### config.mk
export PLATFORM = sky130hd
export DESIGN_NAME = aes128_add_round_key
export DESIGN_NICKNAME = d
export VERILOG_FILES = /design/src/rtl/aes128_add_round_key.sv
export SDC_FILE = /design/constraint.sdc
export NUM_CORES = 1
export LEC_CHECK = 0
export ABC_AREA = 1
export CAP_MARGIN = 20
export CORE_AREA = 2 2 177 179
export DETAILED_ROUTE_END_ITERATION = 8
export DIE_AREA = 0 0 179 181
export GPL_ROUTABILITY_DRIVEN = 0
export HOLD_SLACK_MARGIN = 0.05
export PLACE_DENSITY = 0.67
export SYNTH_ARGS = -nofsm -noshare
export SYNTH_HDL_FRONTEND = slang
export SYNTH_SLANG_ARGS = --single-unit
### constraint.sdc
create_clock -name clk_i -period 6 [get_ports clk_i]
set_input_delay 0.9 -clock clk_i [delete_from_list [all_inputs] [get_ports clk_i]]
set_output_delay 0.9 -clock clk_i [all_outputs]
set_load 0.05 [all_outputs]
### src/rtl/aes128_add_round_key.sv
// rtl/aes128_add_round_key.sv - AES-128 AddRoundKey stage: bulk XOR or byte-streamed collect with arrival tracking
module aes128_add_round_key (
    input  logic         clk_i,
    input  logic         rst_n_i,
    input  logic         start_i,
    input  logic         bypass_i,
    input  logic [127:0] data_i,
    input  logic [127:0] key_i,
    input  logic [7:0]   byte_data_i,
    input  logic [3:0]   byte_addr_i,
    input  logic         byte_valid_i,
    input  logic         upstream_done_i,
    output logic [127:0] state_o,
    output logic         busy_o,
    output logic         done_o,
    output logic         error_o
);

    typedef enum logic [1:0] {
        S_IDLE,
        S_BULK,
        S_COLLECT,
        S_DONE
    } fsm_t;

    fsm_t         r_fsm;
    logic [127:0] r_state;
    logic [15:0]  r_mask;
    logic         r_error;

    logic [6:0]   w_bit_base;
    logic [7:0]   w_key_byte;
    logic [15:0]  w_addr_onehot;
    logic [15:0]  w_mask_next;
    logic         w_dup;

    always_comb begin
        w_bit_base    = {byte_addr_i, 3'b000};
        w_key_byte    = key_i[w_bit_base +: 8];
        w_addr_onehot = 16'd1 << byte_addr_i;
        w_mask_next   = r_mask | (byte_valid_i ? w_addr_onehot : 16'd0);
        w_dup         = byte_valid_i && r_mask[byte_addr_i];
    end

    always_ff @(posedge clk_i or negedge rst_n_i) begin
        if (!rst_n_i) begin
            r_fsm   <= S_IDLE;
            r_state <= 128'd0;
            r_mask  <= 16'd0;
            r_error <= 1'b0;
        end else begin
            unique case (r_fsm)
                S_IDLE: begin
                    if (start_i) begin
                        r_mask  <= 16'd0;
                        r_error <= 1'b0;
                        r_fsm   <= bypass_i ? S_BULK : S_COLLECT;
                    end
                end
                S_BULK: begin
                    r_state <= data_i ^ key_i;
                    r_fsm   <= S_DONE;
                end
                S_COLLECT: begin
                    if (byte_valid_i) begin
                        r_state[w_bit_base +: 8] <= byte_data_i ^ w_key_byte;
                        r_mask                   <= w_mask_next;
                        if (w_dup) begin
                            r_error <= 1'b1;
                        end
                    end
                    // A byte landing together with upstream done counts toward completeness first.
                    if (w_mask_next == 16'hFFFF) begin
                        r_fsm <= S_DONE;
                    end else if (upstream_done_i) begin
                        r_error <= 1'b1;
                        r_fsm   <= S_DONE;
                    end
                end
                S_DONE: begin
                    r_fsm <= S_IDLE;
                end
                default: begin
                    r_fsm <= S_IDLE;
                end
            endcase
        end
    end

    assign state_o = r_state;
    assign busy_o  = (r_fsm == S_BULK) || (r_fsm == S_COLLECT);
    assign done_o  = (r_fsm == S_DONE);
    assign error_o = r_error;

endmodule

==> results of run 1 <==
-- routing by layer --
metal | wire length, microns | part of all wire | global-route usage | vias up
li1 | - | - | - | 6128
met1 | 20720 | 0.40 | 0.4033 | 6020
met2 | 23730 | 0.46 | 0.5012 | 831
met3 | 5097 | 0.099 | 0.06271 | 123
met4 | 2160 | 0.042 | 0.1314 | 4
met5 | 27 | 0.00052 | 0 | -
-- cell usage in the layout, fill, tap and decap left out, types with 7 or more instances in the layout --
cell / synthesis / layout
nor2_1: 267 / 267
nand2_1: 308 / 308
a21oi_1: 313 / 313
clkbuf_16: 0 / 17
nand4_1: 48 / 48
clkdlybuf4s50_1: 0 / 402
dfrtp_1: 147 / 147
nand2_2: 7 / 7
nand3_1: 106 / 106
buf_4: 7 / 12
ha_1: 11 / 10
o211ai_1: 10 / 10
o21ai_0: 170 / 170
inv_1: 84 / 84
and2_2: 8 / 8
-- metrics by stage --
stage	hold slack [ns]	area, sq um	cells	setup slack (ns)	utilization
2_1_floorplan	0.4928	10490	1592	2.718	-
3_3_place_gp	0.4905	14680	2327	1.242	0.4838
3_5_place_dp	0.5153	14680	2327	1.080	0.4838
4_1_cts	0.5297	15280	2359	1.520	0.5033
5_1_grt	0.5498	15280	2361	1.162	0.5035
6_report	0.5269	15280	2361	1.369	0.5035
-- logic make-up (layout without fill, tap and decap cells) --
kind of cell	after synthesis	count (layout)
adders and majority gates	11	11
other	0	2
buffers and inverters	167	538
DFF	147	147
and+or+nand+nor	759	759
AOI/OAI and AO/OA	508	508
-- layout make-up --
type / count / area (sq um)
inverter: 91 / 346.6
multi-input combinational: 1278 / 6037
tap: 396 / 495.5
clock buffer: 19 / 442.9
antenna: 2 / 5.005
fill: 3019 / 15070
clock inverter: 13 / 150.1
sequential: 147 / 3679
timing repair buffer: 415 / 4125
-- critical path, stage by stage --
cell,delay [ns]
clkdlybuf4s50_1,0.48
buf_4,0.29
inv_2,0.25
ha_1,0.32
ha_1,0.79
inv_1,0.58
nor2_1,0.37
nand2_4,0.17
o21ai_4,0.34
nand2_2,0.18
nor2_1,0.18
a21oi_1,0.08
-- where the power goes --
group,switching [uW],leakage (uW),internal [uW],total [uW]
Sequential,329,0.00169,1480,1810
Clock,485,0.000290,632,1120
Combinational,3660,0.00429,1640,5300
Total,4470,0.00627,3760,8230
-- sequential cells by signal, indices dropped and copies added (netlist names) --
register and flops:
error_o 1, r_fsm 2, r_mask 16, state_o 128
-- path summary, 6_finish.rpt --
kind	cells past startpoint	to	slack (ns)
min in group asynchronous	1	state_o[64]$_DFFE_PN0P_	0.55
max in group asynchronous	2	state_o[113]$_DFFE_PN0P_	4.08
worst min-delay path	2	state_o[23]$_DFFE_PN0P_	0.53
worst max-delay path	12	state_o[97]$_DFFE_PN0P_	1.37
worst max register to register	10	state_o[8]$_DFFE_PN0P_	2.43
worst min register to register	2	state_o[23]$_DFFE_PN0P_	0.53
==> flow_summary_export.csv, run 1 <==
group,metric,value,unit
run_status,status,"finished, final reports clean",
cts,cts_hold_buf,0,
synthesis,synth_top_family_by_area,"simple AND/OR/NAND/NOR gates",
synthesis,ys.flop_type,"dfrtp_1",
setup_path,reg2reg_from,"r_fsm[0]$_DFFE_PN0P_",
cts,cts_resized,0,
synthesis,yosys_warnings,0,
cts,clkTransAtPathRegs,0.07,ns
synthesis,syn-mean-instance-area,6.586,sq um
setup_path,startpoint_type,"input port",
die,die_h,181,microns
timing,rsz0062_at_grt,"no",
die,io_pins,405,
cts,clk_path_buf_depth,2,
timing,drv_slew,0,
grt,antenna_found_initial,4,
job,max_cap_viol_count,0,
route,vias,13106,
die,die_area,32400,sq um
synthesis,synth-async-reset-ratio,1.000,
setup_path,cp_max_fo,24,
timing,clock_skew,0.01013,ns
cts,cts_tree,"built",
grt,grt_pass1_wl,75.07,mm
grt,grt_use_total,0.3110,
synthesis,synth_cell_types,31,
synthesis,synth-adder-area-share,0.01313,
route,wl_per_cell,21.91,microns
setup_path,required,6.32,ns
cts,numCtsBuffers,17,
route,drtIter0Drc,1409,
layout,synthToLayoutAreaGrowth,45.74,%
synthesis,synth_compound_area_frac,0.2514,
synthesis,synthTopCellsByArea,"dfrtp_1, a21oi_1, nand2_1",
place,hpwl,38.95,mm
die,core,30350,sq um
synthesis,synthesis.nets,1877,
timing,tns,0,ns
layout,layout.nets,2235,
setup_path,arrival,4.95,ns
setup_path,crit_path_end_kind,"flip-flop",
power,p_leak,0.006268,uW
timing,max_clock_freq,0.2159,GHz
timing,slew_headroom,0.2920,
synthesis,synth.mux.area_fraction,0,
timing,finalHoldViolCount,0,
synthesis,ys_ff_latch,147,
synthesis,seq_area_frac_synth,0.3508,
route,drtAntennaViolNets,0,
layout,drive_gt1_frac,0.04330,
synthesis,synth_commonest_cells,"a21oi_1, nand2_1, nor2_1, o21ai_0, dfrtp_1",
place,port_buffers,404,
die,die_w,179,microns
die,start_util,0.3455,
route,via_per_inst,5.551,
cts,postCtsSetupBuffers,0,
synthesis,synth-simple-area-share,0.3105,
timing,worst_pin_slew,1.061,ns
grt,grt_max_degree,95,
cts,cts-root-buf,"clkbuf_16",
grt,overflow,0,
route,drc,0,
synthesis,syn-cell-area,10490,sq um
worst_hold_path,hold_path_startpoint,"state_o[23]$_DFFE_PN0P_",
setup_path,crit_start,"byte_addr_i[1]",
route,dr.pass1.iters,8,
synthesis,synth_edf_count,0,
synthesis,synth.most_common_cell,"a21oi_1",
synthesis,yosysTopAreaCell,"dfrtp_1",
power,powerDensity,538.7,nW/um^2
timing,finalSetupViolCount,0,
power,p_total,8231,uW
timing,period_minus_slack,4.631,ns
cts,h-tree-depth,4,
power,peakVddDrop,341.5,uV
synthesis,synth_top_area_frac,0.3508,
die,rows,64,
setup_path,path_class,"in2reg",
grt,grt_pass1_vias,12504,
synthesis,yosys.area_share.xor_xnor,0,
cts,worstSkewPairLatency,0.43,ns
worst_hold_path,min_path_type,"reg2reg",
cts,clock_sinks,147,
timing,period_share,0.7719,
route,wl,51.73,mm
synthesis,synth_cells,1592,
Power figures use the tool's default switching activity.
==> run 2, diff against run 1 <==
- clock period: 6 -> 4.5 ns (I/O delays scaled with it)
==> run 2 against run 1 <==
- sequential power increased by 33%
- worst hold slack got worse by 0.18 ns
- non-clock buffer count increased by 9
- register-to-register slack got worse by 1.1 ns
- sequential cell count unchanged
- final cell count increased by 0.38%
- wire length decreased by 0.12%
- combinational power increased by 34%
- via count decreased by 0.29%
- clock power increased by 46%
- largest cell class unchanged
- highest routed layer unchanged
==> flow_summary_export.csv, run 2 (synthesized netlist as in run 1, its figures left out) <==
group,metric,value,unit
run_status,status,"finished, final reports clean",
die,die_h,181,microns
cts,clkTransAtPathRegs,0.06,ns
power,powerDensity,723.5,nW/um^2
layout,layout_commonest_cell,"clkdlybuf4s50_1",
setup_path,cp_max_fo,16,
timing,period_share,0.8144,
setup_path,arrival,4.02,ns
setup_path,r2r_cells,11,
layout,drive_gt1_frac,0.04767,
timing,rsz0062_at_grt,"no",
cts,numCtsBuffers,17,
setup_path,critPathBufInv,2,
job,max_cap_viol_count,0,
cts,postCtsSetupBuffers,0,
place,placedCellCount,2336,
grt,grt_pass1_vias,12627,
setup_path,r2r_end,"state_o[127]$_DFFE_PN0P_",
die,rows,64,
place,hpwl,39.35,mm
grt,grt_use_total,0.3124,
layout,fin_cells,2370,
die,core,30350,sq um
route,dr.pass1.iters,6,
timing,finalHoldViolCount,0,
layout,final_cell_mix,"clkdlybuf4s50_1, a21oi_1, nand2_1",
cts,cts_hold_buf,0,
layout,largest_reg_flops,128,
setup_path,startpoint_type,"input port",
grt,overflow,0,
setup_path,reg2reg_from,"r_fsm[0]$_DFFE_PN0P_",
cts,clk_path_buf_depth,2,
route,via_per_inst,5.514,
setup_path,cp_slowest_cell,"clkdlybuf4s50_1",
timing,clock_skew,0.007886,ns
die,start_util,0.3455,
layout,layout.nets,2244,
die,die_w,179,microns
setup_path,path_class,"in2reg",
grt,grt_pass1_wl,75.91,mm
route,vias,13068,
route,wl_per_cell,21.80,microns
route,wl,51.67,mm
route,drtAntennaViolNets,0,
timing,period_minus_slack,3.665,ns
cts,cts-root-buf,"clkbuf_16",
power,p_leak,0.006340,uW
grt,antenna_found_initial,4,
power,peakVddDrop,395.5,uV
route,drc,0,
cts,worstSkewPairLatency,0.43,ns
timing,max_clock_freq,0.2729,GHz
cts,cts_resized,0,
setup_path,crit_path_end_kind,"flip-flop",
setup_path,cp_cell_sequence,"clkdlybuf4s50_1 -> buf_4 -> nor2_4 -> nand2_1 -> nor2_1 -> nor2_1 -> nand2_1 -> nand2_1 -> nand2_1 -> nand3_1 -> nor2_1 -> nand3_1 -> a21oi_1",
timing,finalSetupViolCount,0,
cts,cts_tree,"built",
cts,h-tree-depth,4,
layout,synthToLayoutAreaGrowth,47.06,%
worst_hold_path,min_path_type,"in2async",
setup_path,cpPeakStageDelay,0.78,ns
cts,clock_sinks,147,
place,port_buffers,404,
die,die_area,32400,sq um
setup_path,rrSetupSlack,1.30,ns
place,place_worst_setup_slack,0.5584,ns
setup_path,required,4.85,ns
timing,drv_slew,0,
timing,slew_headroom,0.3919,
die,io_pins,405,
timing,tns,0,ns
setup_path,crit_family,"simple AND/OR/NAND/NOR gates",
timing,layout_setup_ws,0.8354,ns
grt,grt_max_degree,144,
setup_path,cpMostUsedCell,"nand2_1",
power,p_total,11160,uW
timing,worst_pin_slew,0.9121,ns
route,drtIter0Drc,1403,
[run 2: worst reg2reg max path: stages (launching register included)]
cell	delay [ns]
dfrtp_1	0.41
inv_1	0.11
ha_2	0.37
inv_4	0.12
buf_12	0.38
nor2_1	0.20
nor2_4	0.46
buf_4	0.33
nand2_1	0.24
inv_1	0.28
nor2_1	0.07
a21oi_1	0.15
[run 2: report_power, final]
group          switching, uW  internal [uW]  total, uW
clock                    636            994       1630
combinational           4890           2230       7120
sequential               426           1980       2410
total                   5950           5210      11200
[run 2: how the worst max path moves through the flow]
stage               cells after the start  slack, ns           start                 endpoint
finish                                 13       0.84  byte_addr_i[2]  state_o[42]$_DFFE_PN0P_
global route                           13       0.71  byte_addr_i[2]  state_o[42]$_DFFE_PN0P_
CTS                                    13       0.99  byte_addr_i[2]  state_o[42]$_DFFE_PN0P_
detailed placement                     13       0.56  byte_addr_i[2]  state_o[42]$_DFFE_PN0P_
global placement                       12       0.62  byte_addr_i[2]  state_o[93]$_DFFE_PN0P_
floorplan                              13       1.44  byte_addr_i[1]  state_o[32]$_DFFE_PN0P_
[run 2: metal layers]
layer	vias to the layer above	part of all wire	track usage
met5	-	0.00066	0
met4	6	0.035	0.1132
met3	107	0.10	0.06881
met2	801	0.47	0.5157
met1	5996	0.39	0.3986
li1	6158	-	-
[run 2: final cells by class]
type	count	area, sq um
Antenna cell	2	5.005
Clock inverter	14	222.7
Multi-Input combinational cell	1278	6037
Sequential cell	147	3679
Fill cell	3057	14930
Tap cell	396	495.5
Timing Repair Buffer	424	4205
Clock buffer	18	429.2
Inverter	91	346.6
[run 2: through the flow]
stage	hold slack, ns	utilization	area (sq um)
after detailed placement	0.4944	0.4864	14760
final	0.3443	0.5081	15420
after floorplan	0.3794	-	10490
after global routing	0.4232	0.5080	15420
after CTS	0.3906	0.5079	15410
after global placement	0.4918	0.4864	14760
==> run 3, diff against run 2 <==
- clock period: 4.5 -> 3.78 ns (I/O delays scaled with it)
==> run 3 against run 2 <==
- final area decreased by 0.20%
- utilization shrank 0.10 points
- power rose by 18%
- sequential share of layout area barely moved
- clock power grew 9%
- global-route usage up 0.54 points
- clock-buffer cell count is 1 higher
- setup slack better by 0.0034 ns
- combinational power up 20%
- register-to-register slack got worse by 0.28 ns
- largest cell class unchanged
- highest routed layer unchanged
==> flow_summary_export.csv, run 3 (synthesized netlist as in run 1, its figures left out) <==
group,metric,value,unit
power,p_leak,0.006329,uW
worst_hold_path,min_path_type,"in2async",
route,via_per_inst,5.625,
grt,antenna_found_initial,5,
cts,cts_resized,0,
die,rows,64,
setup_path,path_class,"in2reg",
route,drc,0,
timing,tns,0,ns
grt,grt_pass1_vias,12797,
die,core,30350,sq um
power,powerDensity,858.2,nW/um^2
cts,cts_hold_buf,0,
route,wl_per_cell,22.34,microns
route,drtIter0Drc,1445,
cts,cts-root-buf,"clkbuf_16",
setup_path,startpoint_type,"input port",
cts,clk_path_buf_depth,2,
timing,slew_headroom,0.4381,
setup_path,r2r_cells,9,
layout,fillCellCount,3074,
grt,overflow,0,
cts,clkTransAtPathRegs,0.07,ns
route,vias,13331,
layout,layout.nets,2245,
die,die_h,181,microns
timing,fin_hold_ws,0.2179,ns
cts,clock_sinks,147,
timing,clock_skew,0.01131,ns
layout,regArea,3679,sq um
setup_path,cp_max_fo,26,
cts,cts_tree,"built",
setup_path,arrival,3.29,ns
timing,max_clock_freq,0.3400,GHz
die,die_area,32400,sq um
layout,largest_reg_flops,128,
timing,period_share,0.7781,
grt,grt_max_degree,145,
power,peakVddDrop,532.0,uV
job,max_cap_viol_count,0,
die,die_w,179,microns
setup_path,r2r_end,"state_o[83]$_DFFE_PN0P_",
setup_path,crit_path_end_kind,"flip-flop",
cts,h-tree-depth,4,
grt,grt_use_total,0.3178,
place,hpwl,40.37,mm
cts,numCtsBuffers,17,
timing,drv_slew,0,
die,start_util,0.3455,
layout,drive_gt1_frac,0.04815,
timing,finalSetupViolCount,0,
setup_path,reg2reg_from,"r_fsm[0]$_DFFE_PN0P_",
layout,multiInputGateArea,6037,sq um
run_status,status,"finished, final reports clean",
layout,synthToLayoutAreaGrowth,46.77,%
timing,worst_pin_slew,0.8429,ns
setup_path,rrSetupSlack,1.02,ns
layout,layout_commonest_cell,"clkdlybuf4s50_1",
cts,postCtsSetupBuffers,0,
place,port_buffers,404,
timing,finalHoldViolCount,0,
grt,grt_pass1_wl,77.20,mm
layout,final_cell_mix,"clkdlybuf4s50_1, a21oi_1, nand2_1",
die,io_pins,405,
setup_path,required,4.13,ns
route,dr.pass1.iters,6,
route,drtAntennaViolNets,0,
timing,rsz0062_at_grt,"no",
cts,worstSkewPairLatency,0.44,ns
timing,period_minus_slack,2.941,ns
route,wl,52.94,mm
[run 3: how the worst max path moves through the flow]
stage | to | start | cells past startpoint
finish | state_o[57]$_DFFE_PN0P_ | byte_addr_i[2] | 15
global route | state_o[57]$_DFFE_PN0P_ | byte_addr_i[1] | 15
CTS | state_o[57]$_DFFE_PN0P_ | byte_addr_i[2] | 15
detailed placement | state_o[57]$_DFFE_PN0P_ | byte_addr_i[2] | 15
global placement | state_o[56]$_DFFE_PN0P_ | byte_addr_i[2] | 15
floorplan | state_o[32]$_DFFE_PN0P_ | byte_addr_i[1] | 13
[run 3: area by class of cell]
type / count / area share
flip-flops and latches: 147 / 0.2390
well taps: 396 / 0.03220
repair buffers: 425 / 0.2754
diodes: 1 / 0.0001626
clock inverters: 13 / 0.009594
clock buffers: 19 / 0.02878
inverters: 91 / 0.02252
multi-input cells: 1278 / 0.3923
[run 3: critical path, stage by stage]
cell and delay (ns):
clkdlybuf4s50_1 0.50, buf_4 0.33, nor2_2 0.06, buf_4 0.20, nand2_1 0.09, inv_1 0.07, nand2_1 0.08, nand2_2 0.15
inv_4 0.20, nand4_1 0.19, nand2_1 0.11, nand2_1 0.21, inv_1 0.30, nor2_1 0.08, a21oi_1 0.13
[run 3: per-stage QoR]
stage	worst slack (ns)	instance area (sq um)	std cells	utilization	total power, uW
after floorplan	0.8310	10490	1592	-	8240
after global placement	0.5436	14800	2337	0.4875	11230
after detailed placement	0.4924	14800	2337	0.4875	11340
final	0.8389	15390	2370	0.5071	13210
after global routing	0.6048	15390	2370	0.5071	13900
after CTS	0.9308	15390	2369	0.5070	13140
[run 3: metal layers]
metal / wire (microns) / part of all wire / vias up / GRT usage
li1: - / - / 6142 / -
met1: 20690 / 0.39 / 6195 / 0.4028
met2: 24040 / 0.45 / 845 / 0.5146
met3: 5771 / 0.11 / 141 / 0.07849
met4: 2387 / 0.045 / 8 / 0.1288
met5: 59 / 0.0011 / - / 0
[run 3: power by group]
part,internal (uW),switching (uW)
Sequential,2360,519
Combinational,2650,5910
Clock,1000,774
